--- src/rtl/urisc_pkg.sv ---
// Shared urisc definitions: bus widths, output-port address and memory-responder states.
package urisc_pkg;
  localparam int URISC_AW = 8;
  localparam int URISC_DW = 8;
  localparam logic [URISC_AW-1:0] URISC_OUT_ADDR = 8'hFF;

  typedef enum logic {
    ST_LOAD = 1'b0,
    ST_RUN  = 1'b1
  } state_t;
endpackage

--- src/rtl/urisc_out_fifo.sv ---
// Synchronous FIFO for the memory-mapped output port; DEPTH must be a power of 2.
module urisc_out_fifo #(
  parameter int DW    = 8,
  parameter int DEPTH = 4
) (
  input  logic          clk,
  input  logic          reset,
  input  logic          push,
  input  logic [DW-1:0] wdata,
  input  logic          pop,
  output logic [DW-1:0] rdata,
  output logic          full,
  output logic          empty
);
  localparam int PW = $clog2(DEPTH);
  localparam int CW = $clog2(DEPTH) + 1;

  logic [DW-1:0] mem [DEPTH];
  logic [PW-1:0] wr_ptr;
  logic [PW-1:0] rd_ptr;
  logic [CW-1:0] count;
  logic          push_ok;
  logic          pop_ok;

  assign full    = (count == CW'(DEPTH));
  assign empty   = (count == '0);
  assign pop_ok  = pop && !empty;
  // A push into a full FIFO still lands when the head leaves on the same edge.
  assign push_ok = push && (!full || pop_ok);
  assign rdata   = mem[rd_ptr];

  always_ff @(posedge clk) begin
    if (push_ok) mem[wr_ptr] <= wdata;
  end

  always_ff @(posedge clk) begin
    if (reset) begin
      wr_ptr <= '0;
      rd_ptr <= '0;
      count  <= '0;
    end else begin
      if (push_ok) wr_ptr <= wr_ptr + PW'(1);
      if (pop_ok)  rd_ptr <= rd_ptr + PW'(1);
      case ({push_ok, pop_ok})
        2'b10:   count <= count + CW'(1);
        2'b01:   count <= count - CW'(1);
        default: count <= count;
      endcase
    end
  end
endmodule

--- src/rtl/urisc_mem_responder.sv ---
// urisc memory side: RAM with combinational read, byte-stream loader holding the CPU
// in reset, and an output port at OUT_ADDR feeding a valid/ready FIFO.
module urisc_mem_responder
  import urisc_pkg::*;
#(
  parameter int              AW         = URISC_AW,
  parameter int              DW         = URISC_DW,
  parameter logic [AW-1:0]   OUT_ADDR   = URISC_OUT_ADDR,
  parameter int              FIFO_DEPTH = 4
) (
  input  logic          clk,
  input  logic          reset,
  input  logic [AW-1:0] cpu_addr,
  input  logic [DW-1:0] cpu_wdata,
  input  logic          cpu_we,
  output logic [DW-1:0] cpu_rdata,
  output logic          cpu_reset,
  input  logic          ld_valid,
  input  logic [DW-1:0] ld_data,
  input  logic          ld_last,
  output logic          ld_ready,
  output logic          out_valid,
  output logic [DW-1:0] out_data,
  input  logic          out_ready,
  output logic          overflow
);
  logic [DW-1:0] mem [2**AW];
  state_t        state_q, state_d;
  logic [AW-1:0] ld_ptr_q, ld_ptr_d;
  logic          ld_xfer;
  logic          cpu_ram_we;
  logic          cpu_out_we;
  logic          fifo_full;
  logic          fifo_empty;
  logic          fifo_pop;

  assign ld_ready   = (state_q == ST_LOAD) && !reset;
  assign ld_xfer    = ld_valid && ld_ready;
  assign cpu_ram_we = (state_q == ST_RUN) && !reset && cpu_we && (cpu_addr != OUT_ADDR);
  assign cpu_out_we = (state_q == ST_RUN) && !reset && cpu_we && (cpu_addr == OUT_ADDR);
  assign cpu_rdata  = mem[cpu_addr];
  assign out_valid  = !fifo_empty;
  assign fifo_pop   = out_valid && out_ready;

  // RAM has no reset: the loaded image must survive a CPU restart.
  always_ff @(posedge clk) begin
    if (ld_xfer)         mem[ld_ptr_q] <= ld_data;
    else if (cpu_ram_we) mem[cpu_addr] <= cpu_wdata;
  end

  always_comb begin
    state_d  = state_q;
    ld_ptr_d = ld_ptr_q;
    case (state_q)
      ST_LOAD: begin
        if (ld_xfer) begin
          ld_ptr_d = ld_ptr_q + AW'(1);
          if (ld_last || (ld_ptr_q == '1)) state_d = ST_RUN;
        end
      end
      ST_RUN:  state_d = ST_RUN;
      default: state_d = ST_LOAD;
    endcase
  end

  always_ff @(posedge clk) begin
    if (reset) begin
      state_q   <= ST_LOAD;
      ld_ptr_q  <= '0;
      cpu_reset <= 1'b1;
      overflow  <= 1'b0;
    end else begin
      state_q   <= state_d;
      ld_ptr_q  <= ld_ptr_d;
      cpu_reset <= (state_d == ST_LOAD);
      if (cpu_out_we && fifo_full && !fifo_pop) overflow <= 1'b1;
    end
  end

  urisc_out_fifo #(
    .DW    (DW),
    .DEPTH (FIFO_DEPTH)
  ) u_out_fifo (
    .clk   (clk),
    .reset (reset),
    .push  (cpu_out_we),
    .wdata (cpu_wdata),
    .pop   (fifo_pop),
    .rdata (out_data),
    .full  (fifo_full),
    .empty (fifo_empty)
  );
endmodule

--- config.mk ---
export PLATFORM = sky130hd
export DESIGN_NAME = urisc_mem_responder
export DESIGN_NICKNAME = d
export VERILOG_FILES = /design/src/rtl/urisc_pkg.sv /design/src/rtl/urisc_out_fifo.sv /design/src/rtl/urisc_mem_responder.sv
export SDC_FILE = /design/constraint.sdc
export NUM_CORES = 2
export LEC_CHECK = 0
export ABC_AREA = 1
export CAP_MARGIN = 20
export CELL_PAD_IN_SITES_DETAIL_PLACEMENT = 1
export CELL_PAD_IN_SITES_GLOBAL_PLACEMENT = 2
export CORE_MARGIN = 8
export CORE_UTILIZATION = 40
export DETAILED_ROUTE_END_ITERATION = 6
export GPL_TIMING_DRIVEN = 1
export HOLD_SLACK_MARGIN = 0.05
export PLACE_DENSITY_LB_ADDON = 0.05
export SYNTH_ARGS = -nofsm -noshare
export SYNTH_HDL_FRONTEND = slang
export SYNTH_SLANG_ARGS = --single-unit
--- constraint.sdc ---
create_clock -name clk -period 7.8 [get_ports clk]
set_input_delay 0.78 -clock clk [delete_from_list [all_inputs] [get_ports clk]]
set_output_delay 0.78 -clock clk [all_outputs]
set_load 0.01 [all_outputs]
# Yosys cells after proc, flatten, opt, wreduce, memory -nomap -nowiden
# Memory sizes are Yosys's and may differ from the RTL's. A register that Yosys moved wholly into a read port is not among the register bits.
# Index checks and enable logic that the tools add are counted.
[word_totals]
mem_count = 2
regBits = 18
ramBits = 2080
output_inout_bits = 20
word_cells = 59
[memory_table]
columns = ["memory", "words", "word_bits", "read_ports", "rd_clocked_by_memory_dff", "wr", "line_no", "source"]
rows = [
  ["mem", 256, 8, 1, 0, 1, "urisc_mem_responder.sv:27", "logic [DW-1:0] mem [2**AW];"],
  ["u_out_fifo.mem", 4, 8, 1, 1, 1, "urisc_out_fifo.sv:18", "logic [DW-1:0] mem [DEPTH];"],
]
[op_classes]
eq_ne = 6
mux = 16
n_reduce_logical = 21
addsub = 5
n_bitwise = 2
[op_table]
columns = ["operator", "count"]
rows = [
  ["== test 8 bit, second input constant", 2],
  ["two-way mux 8 bit", 2],
  ["logical AND 1 bit", 11],
  ["two-way mux 1 bit", 10],
  ["adder 8 x 1 -> 8 bit, second input constant", 1],
  ["inequality test 8 bit, second input constant", 1],
  ["OR reduction 8 bit", 1],
  ["one-hot mux 3 bit (2 select lines)", 1],
  ["adder 2 x 1 -> 2 bit, second input constant", 2],
  ["logical NOT 1 bit", 4],
  ["two-way mux 2 bit", 2],
  ["adder 3 x 1 -> 3 bit, second input constant", 1],
  ["== test 3 bit, second input constant", 1],
  ["logical NOT 3 bit", 1],
  ["subtractor 3 x 1 -> 3 bit, second input constant", 1],
  ["== test 2 x 1 -> 1 bit, second input constant", 1],
  ["== test 2 bit, second input constant", 1],
  ["logical OR 1 bit", 2],
  ["NOT 1 bit", 2],
  ["one-hot mux 1 bit (2 select lines)", 1],
  ["AND reduction 2 bit", 1],
  ["nonzero test 2 bit", 1],
]

# Depth between registers and ports, before layout
[depth]
depth_word = 9
depth_mapped = 19

# Modules after synthesis
# From an unflattened synthesis, not the netlist that was laid out.
[unflattened]
cells_unflattened = 8279
hier_area_um2 = 88682.6
[by_module_without_submodules]
columns = ["module", "cells_per_inst", "instances", "area_per_inst_um2"]
rows = [
  ["urisc_mem_responder", 8136, 1, 86949.6],
  ["urisc_out_fifo", 143, 1, 1732.9],
]

# Worst setup path before layout
# No wires, ideal clock.
[synth_timing]
path_type = "input -> register"
startpoint = "input port cpu_addr[2]"
endpoint = "memory mem[0][0] (data pin)"
path_stages = 7
path_buffers = 2
setup_slack_ns = 3.961
required_time_ns = 7.244
arrival_ns = 3.284
setup_ns = 0.556
path_cell_list = "buf_4 nand2_4 inv_2 nand3_2 nand2_2 buf_4 mux2_2"
[synth_between]
elab_chain_cells = 7
[synth_lines]
columns = ["element", "line_no", "source"]
rows = [
  ["start: declaration", "urisc_mem_responder.sv:13", "input logic [AW-1:0] cpu_addr,"],
  ["inequality test 8 bit", "urisc_mem_responder.sv:39", "assign cpu_ram_we = (state_q == ST_RUN) && !reset && cpu_we && (cpu_addr != OUT_ADDR);"],
  ["logical AND 1 bit", "urisc_mem_responder.sv:39", ""],
  ["two-way mux 1 bit", "urisc_mem_responder.sv:48", "else if (cpu_ram_we) mem[cpu_addr] <= cpu_wdata;"],
  ["two-way mux 1 bit", "urisc_mem_responder.sv:47", "if (ld_xfer) mem[ld_ptr_q] <= ld_data;"],
  ["two-way mux 1 bit (implied by the code)", "urisc_mem_responder.sv:48", ""],
  ["OR reduction 8 bit (no source line)", "-", ""],
  ["two-way mux 8 bit (no source line)", "-", ""],
  ["end: declaration", "urisc_mem_responder.sv:27", ""],
]
# Every way passes these cells.

# Final worst setup path
[layout_timing]
startpoint = "input port cpu_addr[3]"
endpoint = "output port cpu_rdata[5]"
[layout_between]
elab_chain_cells = 1
[layout_lines]
columns = ["element", "line_no", "source"]
rows = [
  ["memory read (256 x 8 bit)", "-", ""],
  ["end: declaration", "urisc_mem_responder.sv:16", "output logic [DW-1:0] cpu_rdata,"],
]
# Every way passes these cells.

==> metrics.md <==
| Metric | Value |
|---|---|
| Status | complete, no violations |
| Via count | 59.8k |
| Post CTS Setup Buffer Count | 0 |
| DR pass1 iterations | 6 |
| Post-synth EDFFs | 2,080 |
| Post-cts repair resize count | 0 |
| CP delay by family, top | buffers and inverters |
| Gpl congestion | 0.827 |
| Asr flop ratio synth | 0% |
| Top-area cell type share of the netlist area | 70.4% |
| Rows | 173 |
| WP data required | about 7000 ps |
| Starting density of the core | 40.1% |
| WHS Path Cells | 2 |
| Most Frequent Cell on Critical Path | nand2_1 |
| DR DRC count | 0 |
| Sink Count | between 2k and 2.5k |
| Flop-to-flop setup slack | approximately 3100 ps |
| Slowest Stage Delay on Critical Path | 720 ps |
| Hold Path End | ld_ptr_q[5] |
| Pin count of the biggest net entering global routing | 156 |
| Fin crit share | between 70% and 80% |
| Mapped Area | 88,700 µm² |
| Syn nets | ~8.3k |
| Clock buffer depth | 3 |
| Post-route minimum period | 5830 ps |
| HP Start | ld_ptr_q[5] |
| Hpwl dp | 175,000 µm |
| Arrival time worst endpoint | 5050 ps |
| Root buffer cell | clkbuf_16 |
| Die Span Y | 487 µm |
| Crit path kind | in2out |
| Worst vdd ir | 0.241 mV |
| Starting DRT DRC Count | between 4k and 5k |
| Setup crit end kind | output port |
| Clk Latency, worst-skew pair | 870 ps |
| Setup crit start kind | primary input |
| Slew @ Worst Pin | 1210 ps |
| Hold_buf cts | 0 |
| Synth top cells by count | nand2_1 (2,348), edfxtp_1 (2,080), nor2_1 (1,264) |
| Post-synthesis cell count | 8,310 |
| Die area | about 240,000 µm² |
| CTS clock-pin slew for the worst setup and hold paths | 60 ps |
| #FFs+latches synth | 2,100 |
| Boundary pin count | 50 |
| Largest area contributor in the netlist | edfxtp_1 |
| Via density | 5.24 |
| Worst r2r src | state_q |
| Worst r2r dst | mem[53][2] |
| Layout Nets | 8,274 |
| Hold crit path type | reg2reg |
| P per Cell Area | about 250 nW/µm² |
| Maximum clock frequency | 0.172 GHz |
| Skew final | 28.1 ps |
| Max-cap violations | 0 |
| Final Max Slew Viols | 0 |
| Global-route usage over all layers | 24.3% |
| Vias in the first global route | between 60k and 70k |
| Synth cell types | 35 |
| Final Power | approximately 25 mW |
| Top cells by area, synth | edfxtp_1 (70%), nand2_1 (9.9%), nor2_1 (5.3%) |
| H-tree depth | 4 |
| Setup TNS | 0 ps |
| RSZ-0062 raised after global routing | false |
| Prevailing post-synth register cell | edfxtp_1 |
| Synthesized area per cell | 10.7 µm² |
| Relative slew slack | 19.4% |
| Gr ovfl total | 0 |
| Yosys Warn Count | 0 |
| Buffers and inverters on the worst path | 6 |
| Die width | 487 µm |
| Max stage delay cell, worst path | nor2_4 |
| Layout cells sized above 1 | 5.70% |
| Cts bufs inserted | 228 |
| TritonCTS clock tree | yes |
| Initial antenna violation count | 17 |
| Antenna Violating Nets Remaining | 0 |
| # fillers | 23.8k |
| Layout area overhead | 12.3% |
| Drt total wl | 292,000 µm |
| Count of final hold-check violations | 0 |
| Top-count cell post-synth | nand2_1 |
| R2R cell count | 11 |
| Core footprint | 221,000 µm² |
| # setup viols final | 0 |
| Leak | 37.4 nW |
| Area occupied by multi-input gates | 21,300 µm² |
| First-pass GRT wire length | 429,000 µm |
| Register Area | 62,900 µm² |
| Routed length per instance | 25.6 µm |
| Port bufs | 49 |
| Critical Path, Cell by Cell | clkdlybuf4s50_1, inv_6, nor2_4, inv_2, buf_4, a21oi_1, nor2_1, nand2_1, nand3_1, nand2_1, nand2_1, nand2_1, inv_1, nand2_1, clkdlybuf4s50_1 |
| Post-synthesis sequential area ratio | 70.9% |
| CP max FO | 35 |
## logic make-up (layout without fill, tap and decap cells)
logic type,after synthesis,count (layout),share of synthesized area [%]
simple gates,4289,4289,19.2
flops,2100,2100,70.9
buf+inv,1183,1295,5.33
compound gates,722,722,4.37
mux,8,8,0.102
fa+ha+maj,7,7,0.107
xor+xnor,1,1,0.00988
other cells,0,5,0
## worst max-delay path by stage
stage / from / endpoint / slack, ps / depth (start not counted)
after global placement: cpu_addr[1] / cpu_rdata[5] / 2010 / 18
final: cpu_addr[3] / cpu_rdata[5] / 1970 / 15
after CTS: cpu_addr[3] / cpu_rdata[5] / 1990 / 15
after detailed placement: cpu_addr[3] / cpu_rdata[5] / 2000 / 15
after global routing: cpu_addr[3] / cpu_rdata[5] / 1800 / 15
after floorplan: cpu_addr[2] / mem[0][0] / 3960 / 7
## layer usage
layer,GRT usage [%],vias to the layer above,share of wire [%]
met5,0,-,0
met4,7.17,0,3.0
met3,2.73,369,4.0
met2,40.9,1213,48
met1,33.3,30722,45
li1,-,27481,-
## stage by stage
step                cell area (µm²)  hold WS, ps  utilization, %  cells  worst slack, ps
floorplan                     88700          422               -   8310             3960
global placement              92300          441            41.7  10976             2010
detailed placement            92400          466            41.7  10981             2000
CTS                           99600          474            45.0  11396             1990
global route                  99600          492            45.0  11400             1800
finish                        99600          473            45.0  11402             1970
## report_power, final
group	switching [mW]	internal (mW)	leakage [nW]
logic	1.24	0.352	15.0
registers	0.00237	12.4	18.9
clock network	4.55	6.04	3.50
total	5.79	18.8	37.4
## state kept, by name, indices dropped and copies added (netlist names), 2 cells and up, named ones only
register and cells:
ld_ptr_q 8, u_out_fifo.mem 32, u_out_fifo.count 3, u_out_fifo.wr_ptr 2
mem 2048, u_out_fifo.rd_ptr 2
## cell type report
| class | count | area share, % |
|---|---|---|
| Tap cell | 2975 | 3.74 |
| Clock buffer | 290 | 6.02 |
| Timing Repair Buffer | 160 | 1.85 |
| Antenna cell | 5 | 0.0126 |
| Sequential cell | 2100 | 63.1 |
| Clock inverter | 125 | 1.19 |
| Inverter | 720 | 2.74 |
| Multi-Input combinational cell | 5027 | 21.4 |
## tightest hold or removal path, cell delays in order (launching register included)
cell and delay, ps:
dfxtp_1 310, inv_1 70, a21oi_1 60
## layout by cell type, fill, tap and decap left out, types with 2 or more instances in the layout
cell,instances
a21oi_1,94
buf_12,41
buf_4,70
buf_8,2
bufinv_16,19
clkbuf_1,59
clkbuf_16,231
clkdlybuf4s50_1,45
clkinv_1,64
clkinv_16,2
clkinv_2,32
clkinv_8,5
dfxtp_1,20
diode_2,5
edfxtp_1,2080
ha_1,6
inv_1,709
inv_16,3
inv_2,3
inv_6,4
inv_8,2
mux2_8,8
nand2_1,2336
nand2_2,18
nand2_4,2
nand3_1,636
nand3_2,2
nor2_1,1262
nor2_2,7
nor2_4,6
nor4_1,2
o211ai_1,95
o21ai_0,519
o21ai_2,4
o22ai_1,8
or2_2,14
Power figures use the tool's default switching activity.
